## src/rtl/bcd_display_if.sv

```systemverilog
// Segment-driver bundle between the counter chain and the display mux.
// Master drives the digit snapshot; slave drives the board pins.
interface bcd_display_if;
  logic        load;
  logic [15:0] digits_in;
  logic [3:0]  dp_in;
  logic        lz_blank;
  logic [3:0]  an;
  logic [6:0]  seg;
  logic        dp;
  logic        slot_tick;

  modport master (
    output load, digits_in, dp_in, lz_blank,
    input  an, seg, dp, slot_tick
  );

  modport slave (
    input  load, digits_in, dp_in, lz_blank,
    output an, seg, dp, slot_tick
  );
endinterface

```

## src/rtl/bcd_display_mux.sv

```systemverilog
// Four-digit multiplexed seven-segment driver with leading-zero blanking.
// Snapshots BCD digits on load and scans them out with registered pins.
module bcd_display_mux #(
  parameter int REFRESH_DIV = 50000,
  parameter bit ACTIVE_LOW  = 1'b1
) (
  input  logic          clk,
  input  logic          reset,
  bcd_display_if.slave  bus
);

  localparam int PW =
    (REFRESH_DIV > 1) ? $clog2(REFRESH_DIV) : 1;
  localparam logic [PW-1:0] PMAX = PW'(REFRESH_DIV - 1);

  logic [PW-1:0] pre;
  logic [1:0]    slot;
  logic [1:0]    slot_d;
  logic [15:0]   dreg;
  logic [3:0]    dpreg;
  logic          wrap;

  logic [3:0]    digit;
  logic          blank;
  logic [6:0]    seg_hi;
  logic [3:0]    an_hi;
  logic          z3, z2, z1;

  assign wrap = (pre == PMAX);

  always_ff @(posedge clk) begin
    if (reset) begin
      pre    <= '0;
      slot   <= '0;
      slot_d <= '0;
      dreg   <= '0;
      dpreg  <= '0;
    end else begin
      pre    <= wrap ? '0 : pre + 1'b1;
      slot_d <= slot;
      if (wrap)
        slot <= slot + 2'd1;
      if (bus.load) begin
        dreg  <= bus.digits_in;
        dpreg <= bus.dp_in;
      end
    end
  end

  // A digit blanks only if it and every digit above it are zero.
  always_comb begin
    digit = dreg[{slot, 2'b00} +: 4];
    z3    = (dreg[15:12] == 4'd0);
    z2    = z3 && (dreg[11:8] == 4'd0);
    z1    = z2 && (dreg[7:4] == 4'd0);
    blank = 1'b0;
    unique case (slot)
      2'd3:    blank = bus.lz_blank && z3;
      2'd2:    blank = bus.lz_blank && z2;
      2'd1:    blank = bus.lz_blank && z1;
      default: blank = 1'b0;
    endcase
    an_hi = 4'b0001 << slot;
  end

  always_comb begin
    seg_hi = 7'h40;
    unique case (digit)
      4'd0:    seg_hi = 7'h3F;
      4'd1:    seg_hi = 7'h06;
      4'd2:    seg_hi = 7'h5B;
      4'd3:    seg_hi = 7'h4F;
      4'd4:    seg_hi = 7'h66;
      4'd5:    seg_hi = 7'h6D;
      4'd6:    seg_hi = 7'h7D;
      4'd7:    seg_hi = 7'h07;
      4'd8:    seg_hi = 7'h7F;
      4'd9:    seg_hi = 7'h6F;
      default: seg_hi = 7'h40;
    endcase
    if (blank)
      seg_hi = 7'h00;
  end

  always_ff @(posedge clk) begin
    if (reset) begin
      bus.an        <= {4{ACTIVE_LOW}};
      bus.seg       <= {7{ACTIVE_LOW}};
      bus.dp        <= ACTIVE_LOW;
      bus.slot_tick <= 1'b0;
    end else begin
      bus.an        <= an_hi ^ {4{ACTIVE_LOW}};
      bus.seg       <= seg_hi ^ {7{ACTIVE_LOW}};
      bus.dp        <= dpreg[slot] ^ ACTIVE_LOW;
      bus.slot_tick <= (slot != slot_d);
    end
  end

endmodule

```

## src/flat_wrapper.sv

```systemverilog
// flat-port wrapper written by rule: the top's interface ports become plain ports
module bcd_display_mux_flat 
#(
  parameter int REFRESH_DIV = 50000,
  parameter bit ACTIVE_LOW  = 1'b1
)
  (clk, reset, bus_load, bus_digits_in, bus_dp_in, bus_lz_blank, bus_an, bus_seg, bus_dp, bus_slot_tick);
  bcd_display_if bus_i ();
  input  logic clk;
  input  logic reset;
  input wire logic [$bits(bus_i.load)-1:0] bus_load;
  input wire logic [$bits(bus_i.digits_in)-1:0] bus_digits_in;
  input wire logic [$bits(bus_i.dp_in)-1:0] bus_dp_in;
  input wire logic [$bits(bus_i.lz_blank)-1:0] bus_lz_blank;
  output wire logic [$bits(bus_i.an)-1:0] bus_an;
  output wire logic [$bits(bus_i.seg)-1:0] bus_seg;
  output wire logic [$bits(bus_i.dp)-1:0] bus_dp;
  output wire logic [$bits(bus_i.slot_tick)-1:0] bus_slot_tick;
  assign bus_i.load = bus_load;
  assign bus_i.digits_in = bus_digits_in;
  assign bus_i.dp_in = bus_dp_in;
  assign bus_i.lz_blank = bus_lz_blank;
  assign bus_an = bus_i.an;
  assign bus_seg = bus_i.seg;
  assign bus_dp = bus_i.dp;
  assign bus_slot_tick = bus_i.slot_tick;
  bcd_display_mux #(.REFRESH_DIV(REFRESH_DIV), .ACTIVE_LOW(ACTIVE_LOW)) u_core (.clk(clk), .reset(reset), .bus(bus_i));
endmodule
```

## config.mk

```make
export PLATFORM = sky130hd
export DESIGN_NAME = bcd_display_mux_flat
export DESIGN_NICKNAME = d
export VERILOG_FILES = /design/src/rtl/bcd_display_if.sv /design/src/rtl/bcd_display_mux.sv /design/src/flat_wrapper.sv
export SDC_FILE = /design/constraint.sdc
export NUM_CORES = 1
export LEC_CHECK = 0
export BUFFER_PORTS_ARGS = -buffer_cell sky130_fd_sc_hd__buf_2
export CELL_PAD_IN_SITES_DETAIL_PLACEMENT = 1
export CELL_PAD_IN_SITES_GLOBAL_PLACEMENT = 1
export CORE_AREA = 5 5 87 89
export CTS_BUF_LIST = sky130_fd_sc_hd__clkbuf_4
export CTS_CLUSTER_DIAMETER = 100
export CTS_CLUSTER_SIZE = 10
export DETAILED_ROUTE_END_ITERATION = 12
export DIE_AREA = 0 0 92 94
export GPL_ROUTABILITY_DRIVEN = 0
export PLACE_DENSITY_LB_ADDON = 0.15
export SYNTH_ARGS = -nofsm -noshare
export SYNTH_HDL_FRONTEND = slang
export SYNTH_SLANG_ARGS = --single-unit
```

## constraint.sdc

```tcl
create_clock -name clk -period 4.6 [get_ports clk]
set_input_delay 0.46 -clock clk [delete_from_list [all_inputs] [get_ports clk]]
set_output_delay 0.46 -clock clk [all_outputs]
set_load 0.1 [all_outputs]
```

==> run metrics <==
status=complete, no violations; slowest cell delay on critical path=0.65 ns; Final Total Pwr=0.0008883 W; Hold WC Path Type=in -> reg; largest area contributor in the netlist=dfxtp_1; cell internal pwr=0.0006328 W; gr ovfl total=0; core area=6681 um2; final hold viol count=0; largest net degree at the start of global routing=32; Worst-path clk slew=0.16 ns; Post-CTS Setup Bufs=0; CTS H-tree lvls=2; Area Overhead vs Synth=14.21%; Leakage Power=1.090 nW; area share of the largest cell type after synthesis=46.90%; clk sinks=53; flops & latches, synth=53; worst skew pair latency=0.37 ns; unrepaired setup endpoints after global routing=no; GRT Total Usage=12.42%; first-pass GRT wire length=8604 um; switching share of power=28.77%; DRC viols=0; most common cell in the netlist=dfxtp_1; Synth Net Count=261; CP Class=reg -> reg; critical path arrival=2.41 ns; cts hold-fix bufs=0; final wirelength=4881 um; number of global-route vias before repair=1809; number of synthesized flops with an enable pin=0; CP max FO=9; Post-DRT Antenna Nets=0; routed length per placed instance=14.31 um; antenna violations before repair=0; CTS buffer count=5; Rel. slew slack=60.73%; area of the multi-input gates=1121 um2; I/O Pins=37; drt via density=4.950; asr flop ratio synth=0%; Worst Path Required=4.84 ns; clk buf depth=2; P per Cell Area=343.8 nW/um2; Die Y-Extent=94 um; register share of total power=55.2%; hpwl dp=3702 um; Slew @ Worst Pin=0.5890 ns; Final #Nets=294; minimum clock period after layout=2.164 ns; post-synthesis sequential area ratio=46.90%; 1st-pass router iterations=4; crit share post-route=47.05%; vias=1688; Starting Density=33.86%; setup slack, reg-to-reg=2.44 ns; most frequent CP cell=inv_1; Final Max Tran Viols=0; final setup violation count=0; clk root buf=clkbuf_4; CTS tree=built; share of post-route cells with drive strength above 1=18.39%; fmax=0.4621 GHz; Comb power frac=13.7%; post_cts resized=0; fillers=811; Cells after Synth=227; VDD IR-drop max=201.5 uV; Synth area leaders=dfxtp_1 (47%), mux2i_1 (9.3%), nor2_1 (6.8%); Unique masters post-synth=34; Inserted Diodes=0; # Max-Cap Violations=0; nature of the critical path startpoint=flop; cell area after synthesis=2262 um2; Crit-path slowest cell=dfxtp_1; die area=8648 um2; Die Span X=92 um; row cnt=30; ys flop type=dfxtp_1; Setup TNS Final=0 ns; storage element area=1061 um2; P_sw=0.0002556 W; Avg Inst Size Synth=9.966 um2; Syn. warnings=0; most instantiated cells after synthesis=dfxtp_1 (53), nor2_1 (41), mux2i_1 (21); clock skew=0.009342 ns; Crit. End Element=flop; clock power share=31.1%; DRT iter0 DRCs=40; crit path cell chain=inv_1, ha_1, inv_1, a211o_1, a21oi_1, o311ai_0; IO Port Bufs=36
-- registers in the layout (all words and copies together), names as in the netlist --
name,cells
u_core.bus.an,4
u_core.bus.dp,1
u_core.bus.seg,7
u_core.bus.slot_tick,1
u_core.dpreg,4
u_core.dreg,16
u_core.pre,16
u_core.slot,2
u_core.slot_d,2
-- cell type report --
type | instances | share of cell area, %
Inverter | 9 | 1.308
Timing Repair Buffer | 36 | 6.973
Clock buffer | 5 | 1.453
Tap cell | 80 | 3.874
Sequential cell | 53 | 41.07
Multi-Input combinational cell | 155 | 43.39
Clock inverter | 3 | 1.937
-- layout by cell type, fill, tap and decap left out, types with 5 or more instances in the layout --
cell / synthesis / final
nand4_1: 6 / 6
mux2i_1: 21 / 21
clkbuf_4: 0 / 5
ha_1: 10 / 10
a21oi_1: 7 / 7
nand2_1: 14 / 14
xor2_1: 8 / 8
nor2_1: 41 / 41
o21ai_0: 5 / 5
inv_1: 9 / 9
buf_2: 1 / 36
dfxtp_1: 53 / 53
xnor2_1: 7 / 7
-- logic make-up after synthesis --
kind of cell	count (synthesis)	share of synthesized area, %
flops	53	46.90
mux	26	14.60
compound gates	21	6.029
simple gates	83	17.59
fa+ha+maj	10	5.531
buf+inv	19	3.540
xor+xnor	15	5.808
-- path summary, 6_finish.rpt --
| path | endpoint | cells past startpoint | start |
|---|---|---|---|
| worst max-delay path | u_core.bus.seg[2] | 6 | u_core.slot[0] |
| worst min-delay path | u_core.dpreg[0] | 3 | bus_dp_in[0] |
| worst max register to register | u_core.bus.seg[2] | 6 | u_core.slot[0] |
| worst min register to register | u_core.pre[15] | 2 | u_core.pre[15] |
-- power by group through the flow --
stage          sequential [W]  combinational [W]  clock, W
2_1_floorplan        0.000546          0.0000463         0
3_3_place_gp         0.000501           0.000121         0
3_5_place_dp         0.000501           0.000123         0
4_1_cts              0.000491           0.000124  0.000291
5_1_grt              0.000493           0.000132  0.000307
6_report             0.000490           0.000122  0.000276
-- through the flow --
stage	util, %	instances	hold slack, ns	worst slack (ns)	cell area, um2
2_1_floorplan	-	227	0.4412	2.745	2262
3_3_place_gp	37.36	333	0.4721	2.527	2496
3_5_place_dp	37.36	333	0.4761	2.432	2496
4_1_cts	38.67	341	0.2872	2.392	2584
5_1_grt	38.67	341	0.2834	2.209	2584
6_report	38.67	341	0.3101	2.436	2584
-- per-layer routing --
metal  GRT usage (%)  part of all wire [%]  wire, um  vias up
met2           19.71                    45      2178       29
met4           4.084                   1.2        60        0
li1                -                     -         -      855
met5               0                     0         0        -
met3           3.446                   4.3       209        5
met1           16.31                    50      2432      799
-- worst max-delay path, delay by kind of cell, from the launching register on --
family                     cells  cell delay, ns
AOI/OAI and AO/OA              3            0.78
DFF                            1            0.65
buffers and inverters          2            0.25
adders and majority gates      1            0.36
Note: power is estimated with default switching activity, not from simulation.
